File: config.mk
export PLATFORM = sky130hd
export DESIGN_NAME = cache_repl_ctrl
export DESIGN_NICKNAME = d
export VERILOG_FILES = /design/src/rtl/cache_repl_ctrl.sv
export SDC_FILE = /design/constraint.sdc
export NUM_CORES = 1
export LEC_CHECK = 0
export CORE_ASPECT_RATIO = 0.6
export CORE_MARGIN = 5
export CORE_UTILIZATION = 35
export CTS_CLUSTER_SIZE = 28
export DETAILED_ROUTE_END_ITERATION = 16
export PLACE_DENSITY = 0.6
export SLEW_MARGIN = 5
export SYNTH_ARGS = -nofsm -noshare
export SYNTH_HDL_FRONTEND = slang
export SYNTH_SLANG_ARGS = --single-unit
File: constraint.sdc
create_clock -name i_clk -period 5.4 [get_ports i_clk]
set_input_delay 0.54 -clock i_clk [delete_from_list [all_inputs] [get_ports i_clk]]
set_output_delay 0.54 -clock i_clk [all_outputs]
set_load 0.01 [all_outputs]
File: src/rtl/cache_repl_ctrl.sv
// cache_repl_ctrl: way-replacement controller for the set-associative cache.
// It tracks per-set valid bits, a round-robin pointer and tree-PLRU bits.
// On an allocation request it returns the victim way one cycle later, both as
// a registered one-hot write enable and as a binary index.
module cache_repl_ctrl #(
    parameter int NUM_SETS = 4,
    parameter int NUM_WAYS = 4,
    parameter int SET_W    = $clog2(NUM_SETS),
    parameter int WAY_W    = $clog2(NUM_WAYS)
) (
    input  logic                i_clk,
    input  logic                i_rst_n,
    input  logic                i_mode,
    input  logic                i_flush,
    input  logic [NUM_WAYS-1:0] i_lock_mask,
    input  logic                i_acc_valid,
    input  logic [SET_W-1:0]    i_acc_set,
    input  logic [WAY_W-1:0]    i_acc_way,
    input  logic                i_inv_valid,
    input  logic [SET_W-1:0]    i_inv_set,
    input  logic [WAY_W-1:0]    i_inv_way,
    input  logic                i_alloc_req,
    input  logic [SET_W-1:0]    i_alloc_set,
    output logic                o_alloc_valid,
    output logic [NUM_WAYS-1:0] o_alloc_way_oh,
    output logic [WAY_W-1:0]    o_alloc_way,
    output logic                o_alloc_fail
);

    // Width of an index into the PLRU node vector (NUM_WAYS-1 nodes).
    localparam int NODE_W = (NUM_WAYS > 2) ? $clog2(NUM_WAYS - 1) : 1;

    // Per-set replacement state, packed so a flush clears it in one assignment.
    logic [NUM_SETS-1:0][NUM_WAYS-1:0] r_valid;
    logic [NUM_SETS-1:0][WAY_W-1:0]    r_rrPtr;
    logic [NUM_SETS-1:0][NUM_WAYS-2:0] r_plru;

    // Registered result of the most recent request.
    logic                r_allocValid;
    logic [NUM_WAYS-1:0] r_allocWayOh;
    logic [WAY_W-1:0]    r_allocWay;
    logic                r_allocFail;

    // Victim selection terms, all derived from pre-edge state.
    logic [NUM_WAYS-1:0] w_cand;
    logic [NUM_WAYS-1:0] w_freeCand;
    logic                w_fail;
    logic                w_anyFree;
    logic [WAY_W-1:0]    w_lowestCand;
    logic [WAY_W-1:0]    w_lowestFree;
    logic [WAY_W-1:0]    w_rrWay;
    logic [WAY_W-1:0]    w_plruWay;
    logic [WAY_W-1:0]    w_victim;
    logic                w_allocOk;

    // PLRU next values for the access set and for the allocation set.
    logic [NUM_WAYS-2:0] w_plruAcc;
    logic [NUM_WAYS-2:0] w_plruAllocBase;
    logic [NUM_WAYS-2:0] w_plruAlloc;

    // Lowest-index set bit of a way vector; 0 when the vector is empty.
    function automatic logic [WAY_W-1:0] lowestSet(input logic [NUM_WAYS-1:0] vec);
        logic [WAY_W-1:0] res;
        res = '0;
        for (int i = NUM_WAYS - 1; i >= 0; i--) begin
            if (vec[WAY_W'(i)]) begin
                res = WAY_W'(i);
            end
        end
        return res;
    endfunction

    // First candidate way scanning upward from ptr, wrapping at NUM_WAYS.
    // Index arithmetic wraps naturally because NUM_WAYS is a power of two.
    function automatic logic [WAY_W-1:0] rrPick(input logic [NUM_WAYS-1:0] cand,
                                                input logic [WAY_W-1:0]    ptr);
        logic [WAY_W-1:0] res;
        logic [WAY_W-1:0] idx;
        res = '0;
        for (int k = NUM_WAYS - 1; k >= 0; k--) begin
            idx = ptr + WAY_W'(k);
            if (cand[idx]) begin
                res = idx;
            end
        end
        return res;
    endfunction

    // Walk the heap-ordered tree from the root; each visited bit becomes the
    // next way-index bit, MSB first (0 = left child, 1 = right child).
    function automatic logic [WAY_W-1:0] plruWalk(input logic [NUM_WAYS-2:0] bits);
        logic [WAY_W-1:0] prefix;
        int               node;
        prefix = '0;
        for (int l = 0; l < WAY_W; l++) begin
            node   = (1 << l) - 1 + int'(prefix);
            prefix = (prefix << 1) | WAY_W'(bits[NODE_W'(node)]);
        end
        return prefix;
    endfunction

    // Point every node on the path to 'way' away from it: a node whose path
    // bit is 0 (way lies to the left) becomes 1, and vice versa.
    function automatic logic [NUM_WAYS-2:0] plruTouch(input logic [NUM_WAYS-2:0] bits,
                                                      input logic [WAY_W-1:0]    way);
        logic [NUM_WAYS-2:0] res;
        logic [WAY_W-1:0]    prefix;
        logic                dir;
        int                  node;
        res    = bits;
        prefix = '0;
        for (int l = 0; l < WAY_W; l++) begin
            dir    = way[WAY_W'(WAY_W - 1 - l)];
            node   = (1 << l) - 1 + int'(prefix);
            res[NODE_W'(node)] = ~dir;
            prefix = (prefix << 1) | WAY_W'(dir);
        end
        return res;
    endfunction

    // Choose the victim: free candidate first, then the active policy,
    // with a locked PLRU leaf falling back to the lowest candidate.
    always_comb begin
        w_cand       = ~i_lock_mask;
        w_freeCand   = w_cand & ~r_valid[i_alloc_set];
        w_fail       = ~|w_cand;
        w_anyFree    = |w_freeCand;
        w_lowestCand = lowestSet(w_cand);
        w_lowestFree = lowestSet(w_freeCand);
        w_rrWay      = rrPick(w_cand, r_rrPtr[i_alloc_set]);
        w_plruWay    = plruWalk(r_plru[i_alloc_set]);
        w_victim     = '0;
        if (w_fail) begin
            w_victim = '0;
        end else if (w_anyFree) begin
            w_victim = w_lowestFree;
        end else if (!i_mode) begin
            w_victim = w_rrWay;
        end else if (w_cand[w_plruWay]) begin
            w_victim = w_plruWay;
        end else begin
            w_victim = w_lowestCand;
        end
        w_allocOk = i_alloc_req & ~w_fail & ~i_flush;
    end

    // Build the PLRU updates; when access and alloc hit the same set the
    // alloc touch is layered on top of the access touch so it wins on
    // shared nodes while the access still lands on the others.
    always_comb begin
        w_plruAcc       = plruTouch(r_plru[i_acc_set], i_acc_way);
        w_plruAllocBase = r_plru[i_alloc_set];
        if (i_acc_valid && (i_acc_set == i_alloc_set)) begin
            w_plruAllocBase = w_plruAcc;
        end
        w_plruAlloc = plruTouch(w_plruAllocBase, w_victim);
    end

    // Replacement state: flush clears everything, otherwise apply access,
    // invalidate and alloc in that order so later writes take precedence.
    always_ff @(posedge i_clk or negedge i_rst_n) begin
        if (!i_rst_n) begin
            r_valid <= '0;
            r_rrPtr <= '0;
            r_plru  <= '0;
        end else if (i_flush) begin
            r_valid <= '0;
            r_rrPtr <= '0;
            r_plru  <= '0;
        end else begin
            if (i_acc_valid) begin
                r_plru[i_acc_set] <= w_plruAcc;
            end
            if (i_inv_valid) begin
                r_valid[i_inv_set][i_inv_way] <= 1'b0;
            end
            if (w_allocOk) begin
                r_valid[i_alloc_set][w_victim] <= 1'b1;
                r_rrPtr[i_alloc_set]           <= w_victim + WAY_W'(1);
                r_plru[i_alloc_set]            <= w_plruAlloc;
            end
        end
    end

    // Result registers: a request produces a one-cycle strobe unless it is
    // swallowed by a flush; a fully locked set reports failure with no way.
    always_ff @(posedge i_clk or negedge i_rst_n) begin
        if (!i_rst_n) begin
            r_allocValid <= 1'b0;
            r_allocWayOh <= '0;
            r_allocWay   <= '0;
            r_allocFail  <= 1'b0;
        end else begin
            r_allocValid <= i_alloc_req & ~i_flush;
            r_allocFail  <= i_alloc_req & ~i_flush & w_fail;
            if (w_allocOk) begin
                r_allocWayOh <= NUM_WAYS'(1) << w_victim;
                r_allocWay   <= w_victim;
            end else begin
                r_allocWayOh <= '0;
                r_allocWay   <= '0;
            end
        end
    end

    assign o_alloc_valid  = r_allocValid;
    assign o_alloc_way_oh = r_allocWayOh;
    assign o_alloc_way    = r_allocWay;
    assign o_alloc_fail   = r_allocFail;

endmodule
# After elaboration in Yosys (flattened, before gate mapping)
# Index checks and enable logic that the tools add are counted.
dict set report totals {
  register_bits 44
  input_bits 21
  output_inout_bits 8
}
dict set report op_classes {
  n_addsub 7
  n_lt_le_gt_ge 20
  eq_ne 1
  shift 1
  n_mux 69
  n_bitwise 16
  n_reduce_logical 12
}
# cell n
set op_table {}
lappend op_table {{16-bit 2-to-1 mux} 4}
lappend op_table {{12-bit 2-to-1 mux} 4}
lappend op_table {{2-bit by 3-bit less-than comparator with 1-bit output, second input constant} 10}
lappend op_table {{2-bit 2-to-1 mux} 15}
lappend op_table {{12-bit bitwise mux} 2}
lappend op_table {{16-bit AND} 1}
lappend op_table {{4-bit demux with 2-bit select} 2}
lappend op_table {{4-bit 2-to-1 mux} 4}
lappend op_table {{8-bit 2-to-1 mux} 2}
lappend op_table {{16-bit NOT} 1}
lappend op_table {{16-bit OR} 1}
lappend op_table {{3-bit 2-to-1 mux} 5}
lappend op_table {{2-bit by 1-bit >= comparator with 1-bit output, second input constant} 7}
lappend op_table {{1-bit binary-select mux with 2-bit select} 6}
lappend op_table {{3-bit binary-select mux with 2-bit select} 2}
lappend op_table {{3-bit demux with 2-bit select} 2}
lappend op_table {{2-bit by 4-bit less-than comparator with 1-bit output, second input constant} 3}
lappend op_table {{1-bit 2-to-1 mux} 11}
lappend op_table {{4-bit binary-select mux with 2-bit select} 1}
lappend op_table {{8-bit bitwise mux} 1}
lappend op_table {{1-bit demux with 2-bit select} 4}
lappend op_table {{1-bit logical AND} 8}
lappend op_table {{4-bit NOT} 2}
lappend op_table {{4-bit OR reduction} 2}
lappend op_table {{other kinds (14)} 26}

# Logic depth before layout (Yosys ltp)
# Gate-level depths: netlist (run 1).
dict set report depth {
  word_depth 22
  mapped_depth 13
  mapped_depth_nobuf 10
}

# Worst setup path before layout (run 1)
# No wires, ideal clock.
dict set report synth_path {
  kind {in2reg}
  start {input port i_alloc_set[1]}
  end {register r_valid[13] in the netlist's numbering}
  setup_time_ns 0.136
  t_arrival_ns 2.844
  setup_slack_ns 2.420
  stages 12
  cell_sequence {buf_2 -> mux4_2 -> and4_1 -> or3_1 -> a31oi_4 -> o21ai_2 -> and2_1 -> ha_1 -> and3_1 -> clkbuf_1 -> nand2_1 -> a21oi_1}
}
dict set report synth_between {
  elab_chain_len 22
  word_cells_on_any_way 49
  cone_classes {add/sub (4); order compare (4); mux (34); bitwise (4); reduce/logical (3)}
}
# item line
set synth_rtl {}
lappend synth_rtl {{start, declared} 23} ;# input logic [SET_W-1:0] i_alloc_set,
lappend synth_rtl {{3-bit binary-select mux with 2-bit select} 131} ;# w_plruWay = plruWalk(r_plru[i_alloc_set]);
lappend synth_rtl {{3-bit 2-to-1 mux (implied by the code)} 131}
lappend synth_rtl {{1-bit by 1-bit adder with 2-bit output} 96} ;# node = (1 << l) - 1 + int'(prefix);
lappend synth_rtl {{1-bit binary-select mux with 2-bit select} 97} ;# prefix = (prefix << 1) | WAY_W'(bits[NODE_W'(node)]);
lappend synth_rtl {{1-bit 2-to-1 mux (implied by the code) (2 in series)} 97}
lappend synth_rtl {{2-bit by 1-bit OR with 2-bit output} 97}
lappend synth_rtl {{1-bit binary-select mux with 2-bit select} 139} ;# end else if (w_cand[w_plruWay]) begin
lappend synth_rtl {{1-bit 2-to-1 mux (implied by the code)} 139}
lappend synth_rtl {{[5 not listed]} n/a}
lappend synth_rtl {{1-bit logical AND (implied by the code)} 178} ;# r_valid[i_alloc_set][w_victim] <= 1'b1;
lappend synth_rtl {{1-bit 2-to-1 mux (implied by the code)} 178}
lappend synth_rtl {{1-bit demux with 2-bit select} 178}
lappend synth_rtl {{4-bit 2-to-1 mux (implied by the code)} 178}
lappend synth_rtl {{4-bit demux with 2-bit select *} 178}
lappend synth_rtl {{16-bit OR (no source line) *} n/a}
lappend synth_rtl {{16-bit 2-to-1 mux *} 177} ;# if (w_allocOk) begin
lappend synth_rtl {{16-bit 2-to-1 mux *} 166} ;# end else if (i_flush) begin
lappend synth_rtl {{end signal, assigned} 167} ;# r_valid <= '0;
lappend synth_rtl {{end signal, assigned by index} 175} ;# r_valid[i_inv_set][i_inv_way] <= 1'b0;
lappend synth_rtl {{end signal, assigned by index} 178}
lappend synth_rtl {{end, declared} 34} ;# logic [NUM_SETS-1:0][NUM_WAYS-1:0] r_valid;
# Mark *: on every way between the ends. The rest lies on a longest branch, timed or not. The select of a mux whose other input is x is not followed.
# A chain may end at the register's enable or synchronous reset.

# Final worst setup path (run 1)
dict set report layout_path {
  start {input port i_alloc_set[0]}
  end {register r_valid[13] in the netlist's numbering}
}
# Same word-level chain as after synthesis.

==> results of run 1 <==
-- registers in the layout (all words and copies together) (netlist names) --
signal	cells
o_alloc_way_oh	4
o_alloc_valid	1
r_valid	16
o_alloc_fail	1
r_rrPtr	8
r_plru	12
o_alloc_way	2
-- kinds of logic after synthesis --
family / after synthesis
simple gates: 97
buf+inv: 23
xor+xnor: 2
flops: 44
mux: 17
compound gates: 72
fa+ha+maj: 5
-- critical path: stages --
cell and delay [ns]:
clkdlybuf4s50_1 1.00, mux4_2 0.67, maj3_2 0.33, a211o_1 0.34
a31oi_4 0.18, o21ai_2 0.15, and2_1 0.20, ha_1 0.19
and3_1 0.21, nand2_1 0.09, a21oi_1 0.06
-- per-stage QoR --
| stage | total power (W) | setup WS, ns |
|---|---|---|
| 5_1_grt | 0.000841 | 1.37 |
| 6_report | 0.000813 | 1.58 |
| 3_3_place_gp | 0.000467 | 1.32 |
| 3_5_place_dp | 0.000467 | 1.27 |
| 4_1_cts | 0.000816 | 1.56 |
| 2_1_floorplan | 0.000418 | 2.42 |
-- power by group --
part | switching [W] | leakage [nW] | total (W) | internal, W
Clock | 0.000134 | 0.0798 | 0.000351 | 0.000218
Sequential | 0.00000594 | 0.605 | 0.000345 | 0.000339
Combinational | 0.0000682 | 0.604 | 0.000118 | 0.0000494
Total | 0.000208 | 1.29 | 0.000813 | 0.000606
-- final cells by class --
class / count / share of cell area [%]
multi-input cells: 193 / 44.0
flip-flops and latches: 44 / 36.3
repair buffers: 30 / 9.56
clock buffers: 5 / 4.12
well taps: 91 / 3.75
clock inverters: 3 / 1.40
inverters: 7 / 0.865
-- worst min path at each step --
| stage | to | slack, ns | cells after the start |
|---|---|---|---|
| 2_1_floorplan | o_alloc_fail | 0.24 | 0 |
| 3_3_place_gp | r_plru[11] | 0.48 | 1 |
| 3_5_place_dp | r_plru[8] | 0.48 | 1 |
| 4_1_cts | r_plru[0] | 0.46 | 1 |
| 5_1_grt | r_plru[6] | 0.52 | 1 |
| 6_report | r_plru[6] | 0.42 | 1 |
-- routing by layer --
layer  wire [µm]  share of wire, %  vias to the layer above  GRT usage, %
met5           0                 0                        -             0
met3         687                10                        2          4.46
met1        3510                53                      988          25.9
li1            -                 -                      985             -
met4           8              0.12                        0          2.86
met2        2470                37                      105          17.6
-- layout by cell type (no fill, tap or decap), types with 7 or more instances in the layout --
cell,Yosys,final
a21oi_1,22,22
and3_1,9,9
clkdlybuf4s50_1,0,27
dfrtp_1,44,44
inv_1,7,7
mux2i_1,7,7
mux4_2,8,8
nand2_1,30,30
nor2_1,21,21
nor2b_1,7,7
o21ai_0,21,21
==> results.ini, run 1 <==
[clock_tree]
cts_tree=built
clock_latency_ns=0.29
cts_inserted_buffers=5
cts_setup_buffers=0
cts_max_level=2
cts.reportedPaths.clkPinSlew_ns=0.07
cts_root_buffer=clkbuf_16
cts_num_sinks=44
clockBufferDepth=2
hold_buffers=0
cts_resized=0

[worst_setup_path]
worst_setup_path_end_kind=register
cp-start-kind=input pin
rrSetupSlack_ns=2.55
critPathCapture=r_valid[13]
worst-endpoint-required_ns=5.55
crit_type=in2reg
r2r_end=r_valid[13]
reg2regPathDepth=10
arrival_ns=3.97
startpoint=i_alloc_set[0]
r2r_start=r_rrPtr[7]
cp_max_fo=16

[yosys]
synth-seq-cells=44
synth_area_leaders=dfrtp_1 (43%), mux4_2 (7.1%), nand2_1 (4.4%), a21oi_1 (4.3%), o21ai_0 (4.1%)
synthXorXnorAreaFrac_pct=0.691
yosys.area_share.simple_pct=19.3
yosysTopAreaCellShare_pct=43.4
synthArstFlopShare_pct=100
synth_cell_type_count=49
synth_commonest_cells=dfrtp_1 (44), nand2_1 (30), a21oi_1 (22)
ys_warn_count=0
avgSynthCellArea_um2=9.75
synthMuxAreaShare_pct=11.9
synth_flop_cell=dfrtp_1
ys_seq_area_share_pct=43.4
synth_compound_area_share_pct=18.4
synth_most_common_cell=dfrtp_1
synth_edf_count=0
syn_inst=260
synthAdderAreaFrac_pct=2.42
synth_top_family_by_area=simple AND/OR/NAND/NOR gates
yosysTopAreaCell=dfrtp_1
syn-cell-area_mm2=0.00254
syn-num-nets=285

[timing]
setup_viol=0
maxSlewViolCount=0
worst_pin_slew_ns=0.977
rsz0062_at_grt=no
finalCritPeriodShare_pct=70.7
fmax_ghz=0.262
tns_ns=0
slew_headroom_pct=34.9
skew_ns=0.00625
period_minus_slack_ns=3.82
hold_viol=0
hold_slack_ns=0.416

[final_layout]
fin_area_mm2=0.00304
syn_to_final_growth_pct=19.7
final_util_pct=42.5
regArea_mm2=0.00110
antenna_cells=0
finalNonFillerCells=373
drive_above_1_share_pct=9.22
multi_input_area_mm2=0.00134
fillers=690
final_nets=306

[global_route]
antenna_found_initial=0
grt_first_pass_wirelength_mm=11.0
grt_max_degree=45
grt_pass1_vias=1968
grt_overflow=0
grt.total_usage_pct=15.1

[placement]
post-dp-hpwl_mm=4.89
dp.cells=365
dpl_cell_area_mm2=0.00287
routabilityCongestion=0.863
io_buffers=28

[floorplanning]
die_h_um=75.9
die_x_um=120
ios=29
start_util_pct=35.5
rows=24
fp.coreArea_mm2=0.00715
die-area_mm2=0.00910

[route]
vias=2080
wirelength_mm=6.68
drt_iter0_markers=211
final_antenna_net_count=0
wl_per_cell_um=17.9
dr.pass1.iters=4
drc=0
vias_per_cell=5.58

[pwr]
p_leak_nw=1.29
ir_worst_vdd_mv=0.125
power_density_mw_per_mm2=268

[job]
cap_viol_max_count=0

[worst_hold_path]
hold_path.class=in2async

[run_status]
status=finished clean

Note: power is estimated with default switching activity, not from simulation.
==> inputs of run 2 (changes only) <==
PLACE_DENSITY = 0.62   (was 0.6)
clock period = 3.2 ns   (was 5.4 ns; I/O delays follow)
==> run 2 against run 1 <==
Net effect:
- register-to-register slack worse by 2.1 ns
- global-route usage is 1.5 points higher
- final cell count rose by 5.9%
- core utilization up 2.1 points
- wire length rose by 6.5%
- clock-buffer cell count grew 1
- hold slack got worse by 0.22 ns
- largest cell class unchanged
- highest routed layer unchanged
==> results.ini, run 2 (synthesis results as in run 1) <==
[placement]
dp.cells=387  ; +6.0%
pre_cts_slack_ns=-0.120  ; -1.39 ns
io_buffers=28  ; unchanged
post-dp-hpwl_mm=5.39  ; +10%
routabilityCongestion=0.913  ; +5.7%

[pwr]
clkPwrFrac_pct=40.0  ; -3.2 points
ir_worst_vdd_mv=0.184  ; +47%
p_leak_nw=1.39  ; +7.7%
p_total_w=0.00133  ; +64%
p_switching_w=0.000354  ; +70%
pwr-share-seq_pct=43.7  ; +1.3 points
switching_share_pct=26.5  ; +0.98 points
intPower_w=0.000981  ; +62%
power_frac_comb_pct=16.3  ; +1.8 points
power_density_mw_per_mm2=418  ; +56%

[timing]
hold_viol=0  ; unchanged
rsz0062_at_grt=no
fmax_ghz=0.331
finalCritPeriodShare_pct=94.5
period_minus_slack_ns=3.02
tns_ns=0  ; unchanged
slew_headroom_pct=33.2  ; -1.6 points
setup_viol=0  ; unchanged
worst_pin_slew_ns=1.00  ; +0.0241 ns
maxSlewViolCount=0  ; unchanged
fin_ws_ns=0.176  ; -1.41 ns
skew_ns=0.00781  ; +0.00156 ns

[clock_tree]
cts.reportedPaths.clkPinSlew_ns=0.06  ; about the same
cts_max_level=2  ; unchanged
hold_buffers=0  ; unchanged
clock_latency_ns=0.29  ; about the same
cts_resized=0  ; unchanged
cts_num_sinks=44  ; unchanged
cts_inserted_buffers=5  ; unchanged
cts_setup_buffers=0  ; unchanged
clockBufferDepth=2  ; unchanged
cts_tree=built
cts_root_buffer=clkbuf_16

[final_layout]
largest_register=r_valid
top_regs=r_valid: 16 flops, r_plru: 12 flops, r_rrPtr: 8 flops
multi_input_area_mm2=0.00134  ; unchanged
antenna_cells=0  ; unchanged
syn_to_final_growth_pct=25.7
final_nets=328  ; +7.2%
finalNonFillerCells=395  ; +5.9%
fillers=703  ; +1.9%
final_common_cell=dfrtp_1
drive_above_1_share_pct=15.8  ; +6.6 points
largest_reg_flops=16  ; unchanged
final_cell_mix=dfrtp_1 (44), nand2_1 (30), clkdlybuf4s50_1 (27)
regArea_mm2=0.00110  ; unchanged

[global_route]
grt.total_usage_pct=16.6  ; +1.5 points
grt.met1_usage_pct=28.0  ; +2.1 points
grt_overflow=0  ; unchanged
met3_usage_pct=4.84  ; +0.37 points
gr-max-usage-layer=met1
use_met2_pct=19.9  ; +2.3 points
antenna_found_initial=0  ; unchanged
grt_pass1_vias=2150  ; +9.2%
grt_max_degree=45  ; unchanged
grt_first_pass_wirelength_mm=12.0  ; +9.1%

[route]
final_antenna_net_count=0  ; unchanged
drc=0  ; unchanged
vias_per_cell=5.56  ; -0.30%
dr.pass1.iters=5  ; +1
wl_per_cell_um=18.0  ; +0.56%
drt_iter0_markers=227  ; +7.6%
wirelength_mm=7.12  ; +6.5%
vias=2196  ; +5.6%

[floorplanning]
ios=29  ; unchanged
start_util_pct=35.5  ; unchanged
rows=24  ; unchanged
fp.coreArea_mm2=0.00715  ; unchanged
die_x_um=120  ; unchanged
die-area_mm2=0.00910  ; unchanged
die_h_um=75.9  ; unchanged

[worst_setup_path]
rrSetupSlack_ns=0.47  ; -2.08 ns
arrival_ns=3.23  ; -0.74 ns
r2r_start=r_rrPtr[7]
worst_setup_path_end_kind=register
crit_path_frequent_cell=nand2_1
reg2regPathDepth=10  ; unchanged
critPathMaxStageDelay_ns=0.57  ; -0.43 ns
slowest_stage=mux4_2
r2r_end=r_valid[10]
cp-start-kind=input pin
cp_max_fo=5  ; -11
crit_chain=clkdlybuf4s50_1 -> buf_4 -> mux4_2 -> maj3_2 -> a211o_1 -> a31oi_4 -> o21ai_2 -> nand2_1 -> ha_1 -> and3_1 -> nand2_1 -> a21oi_1
crit_type=in2reg
worst-endpoint-required_ns=3.41  ; -2.14 ns

[job]
cap_viol_max_count=0  ; unchanged

[run_status]
status=finished clean

[worst_hold_path]
hold_path.class=in2async

[run 2: area by class of cell]
class | count | area share [%]
multi-input combinational | 193 | 42.0
sequential | 44 | 34.5
timing repair buffer | 52 | 14.3
clock buffer | 6 | 4.36
tap | 91 | 3.57
inverter | 7 | 0.824
clock inverter | 2 | 0.471
[run 2: worst max path at each step]
stage                   start           to  slack (ns)  depth (start not counted)
6_report       i_alloc_set[0]  r_valid[10]        0.18                         12
5_1_grt        i_alloc_set[0]  r_valid[10]        0.02                         12
4_1_cts        i_alloc_set[0]  r_valid[13]        0.17                         12
3_5_place_dp   i_alloc_set[0]  r_valid[13]       -0.12                         12
3_3_place_gp   i_alloc_set[0]   r_valid[6]       -0.11                         12
2_1_floorplan  i_alloc_set[1]  r_valid[13]        0.44                         12
[run 2: critical path, delay by kind of cell]
| kind | cells | cell delay (ns) |
|---|---|---|
| AO/OA/AOI/OAI | 4 | 0.75 |
| buffers and inverters | 2 | 0.64 |
| multiplexers | 1 | 0.57 |
| AND/OR/NAND/NOR | 3 | 0.49 |
| adder cells (fa/ha/maj) | 2 | 0.47 |
[run 2: power by group through the flow]
stage | Combinational [W] | Clock (W) | Sequential [W]
6_report | 0.000218 | 0.000534 | 0.000583
5_1_grt | 0.000240 | 0.000575 | 0.000583
4_1_cts | 0.000217 | 0.000545 | 0.000582
3_5_place_dp | 0.000216 | 0 | 0.000592
3_3_place_gp | 0.000214 | 0 | 0.000593
2_1_floorplan | 0.000117 | 0 | 0.000590
[run 2: per-stage QoR]
| stage | hold slack, ns | cell area, µm² | util [%] |
|---|---|---|---|
| 2_1_floorplan | 0.0244 | 2540 | - |
| 3_3_place_gp | 0.479 | 3030 | 42.5 |
| 3_5_place_dp | 0.491 | 3030 | 42.5 |
| 4_1_cts | 0.236 | 3190 | 44.6 |
| 5_1_grt | 0.305 | 3190 | 44.6 |
| 6_report | 0.195 | 3190 | 44.6 |
[run 2: per-layer routing]
metal  part of all wire (%)  vias to the layer above
met5                      0                        -
met4                   0.86                        0
met3                    9.3                        7
met2                     38                      101
met1                     52                     1057
li1                       -                     1031
==> inputs of run 3 (changes only) <==
PLACE_DENSITY = default   (was 0.62)
PLACE_DENSITY_LB_ADDON = 0.2   (was default)
==> run 3 against run 2 <==
Net effect:
- core utilization up 0.21 points
- non-clock buffer count up 2
- fmax up 1.5%
- die area unchanged
- critical endpoint is now r_valid[11]
- clock power about the same
- via count down 1.4%
- sequential cell count unchanged
- first-iteration DRC count down 30%
- sequential share of layout area down 0.16 points
- hold slack better by 0.0054 ns
- wire length up 0.25%
- clock-buffer cell count unchanged
==> results.ini, run 3 (synthesis results as in run 1) <==
[run_status]
status=finished clean

[timing]
period_minus_slack_ns=2.98  ; -0.0435 ns
tns_ns=0  ; unchanged
setup_viol=0  ; unchanged
hold_viol=0  ; unchanged
finalCritPeriodShare_pct=93.1  ; -1.4 points
worst_pin_slew_ns=1.03  ; +0.0273 ns
maxSlewViolCount=0  ; unchanged
slew_headroom_pct=31.4  ; -1.8 points
fmax_ghz=0.336  ; +1.5%
rsz0062_at_grt=no
skew_ns=0.00823  ; +0.000426 ns

[pwr]
ir_worst_vdd_mv=0.205  ; +12%
p_total_w=0.00134  ; about the same
power_density_mw_per_mm2=417  ; -0.41%
p_leak_nw=1.40  ; +0.60%

[placement]
io_buffers=28  ; unchanged
dpl_cell_area_mm2=0.00305  ; +0.49%
routabilityCongestion=0.862  ; -5.6%
post-dp-hpwl_mm=5.36  ; -0.38%

[global_route]
grt_overflow=0  ; unchanged
grt.met1_usage_pct=28.3  ; +0.28 points
grt_pass1_vias=2179  ; +1.3%
grt.total_usage_pct=16.7  ; +0.069 points
grt_max_degree=45  ; unchanged
antenna_found_initial=0  ; unchanged
use_met2_pct=20.6  ; +0.73 points
grt_first_pass_wirelength_mm=12.1  ; +1.0%
met3_usage_pct=4.24  ; -0.60 points
gr-max-usage-layer=met1

[route]
vias=2166  ; -1.4%
wl_per_cell_um=18.0  ; -0.25%
final_antenna_net_count=0  ; unchanged
drc=0  ; unchanged
dr.pass1.iters=4  ; -1
wirelength_mm=7.13  ; +0.25%
drt_iter0_markers=158  ; -30%
vias_per_cell=5.46  ; -1.9%

[worst_setup_path]
cp-start-kind=input pin
startpoint=i_alloc_set[0]
cp_max_fo=7  ; +2
r2r_start=r_plru[4]
arrival_ns=3.14  ; -0.09 ns
crit_type=in2reg
worst-endpoint-required_ns=3.36  ; -0.05 ns
worst_setup_path_end_kind=register

[clock_tree]
cts_max_level=2  ; unchanged
cts_setup_buffers=0  ; unchanged
cts_tree=built
cts_root_buffer=clkbuf_16
clock_latency_ns=0.29  ; about the same
hold_buffers=0  ; unchanged
cts_inserted_buffers=5  ; unchanged
cts.reportedPaths.clkPinSlew_ns=0.07  ; about the same
cts_num_sinks=44  ; unchanged
clockBufferDepth=2  ; unchanged
cts_resized=0  ; unchanged

[final_layout]
largest_register=r_valid
fin_area_mm2=0.00320  ; +0.47%
final_common_cell=dfrtp_1
drive_above_1_share_pct=16.3  ; +0.55 points
regArea_mm2=0.00110  ; unchanged
final_cell_mix=dfrtp_1 (44), nand2_1 (30), clkdlybuf4s50_1 (27)
multi_input_area_mm2=0.00134  ; unchanged
syn_to_final_growth_pct=26.3
final_nets=330  ; +0.61%
top_regs=r_valid: 16 flops, r_plru: 12 flops, r_rrPtr: 8 flops
fillers=696  ; -1.0%
final_util_pct=44.8  ; +0.21 points
antenna_cells=0  ; unchanged
largest_reg_flops=16  ; unchanged

[floorplanning]
rows=24  ; unchanged
die-area_mm2=0.00910  ; unchanged
ios=29  ; unchanged
die_h_um=75.9  ; unchanged
fp.coreArea_mm2=0.00715  ; unchanged
die_x_um=120  ; unchanged
start_util_pct=35.5  ; unchanged

[job]
cap_viol_max_count=0  ; unchanged

[worst_hold_path]
hold_path.class=in2async

==> run 3: per-stage QoR <==
step	std cells	setup WS, ns	hold WS (ns)
5_1_grt	397	0.0221	0.320
6_report	397	0.220	0.201
3_5_place_dp	389	-0.0743	0.496
3_3_place_gp	389	-0.0360	0.482
4_1_cts	397	0.212	0.243
2_1_floorplan	260	0.440	0.0244
==> run 3: report_power, final <==
| group | switching, W | internal [W] |
|---|---|---|
| Combinational | 0.000120 | 0.0000981 |
| Clock | 0.000224 | 0.000311 |
| Sequential | 0.0000101 | 0.000572 |
| Total | 0.000354 | 0.000981 |
==> run 3: layout make-up <==
| type | count | share of cell area, % |
|---|---|---|
| multi-input combinational | 193 | 41.8 |
| sequential | 44 | 34.4 |
| timing repair buffer | 54 | 14.7 |
| inverter | 7 | 0.820 |
| clock inverter | 2 | 0.469 |
| tap | 91 | 3.55 |
| clock buffer | 6 | 4.34 |
==> run 3: path summary, 6_finish.rpt <==
kind	end	slack [ns]	depth (start not counted)
worst max-delay path	r_valid[11]	0.22	12
worst min-delay path	o_alloc_way_oh[2]	0.20	1
worst max register to register	r_valid[11]	0.52	10
worst min register to register	r_plru[2]	0.50	1
max in group asynchronous	r_valid[12]	2.35	1
min in group i_clk	r_plru[2]	0.50	1
==> run 3: routing by layer <==
metal,share of wire [%],vias up
li1,-,1031
met1,52,1043
met2,39,84
met3,8.5,8
met4,0.74,0
met5,0,-
==> run 3: critical path, cell delays in order <==
cell and delay [ns]:
clkdlybuf4s50_1 0.45, buf_4 0.17, mux4_1 0.62, nor4b_1 0.19, or3_1 0.37, a31oi_4 0.20, o21ai_2 0.10, and2_1 0.18
ha_1 0.19, and3_1 0.19, nand2_1 0.09, a21oi_1 0.05
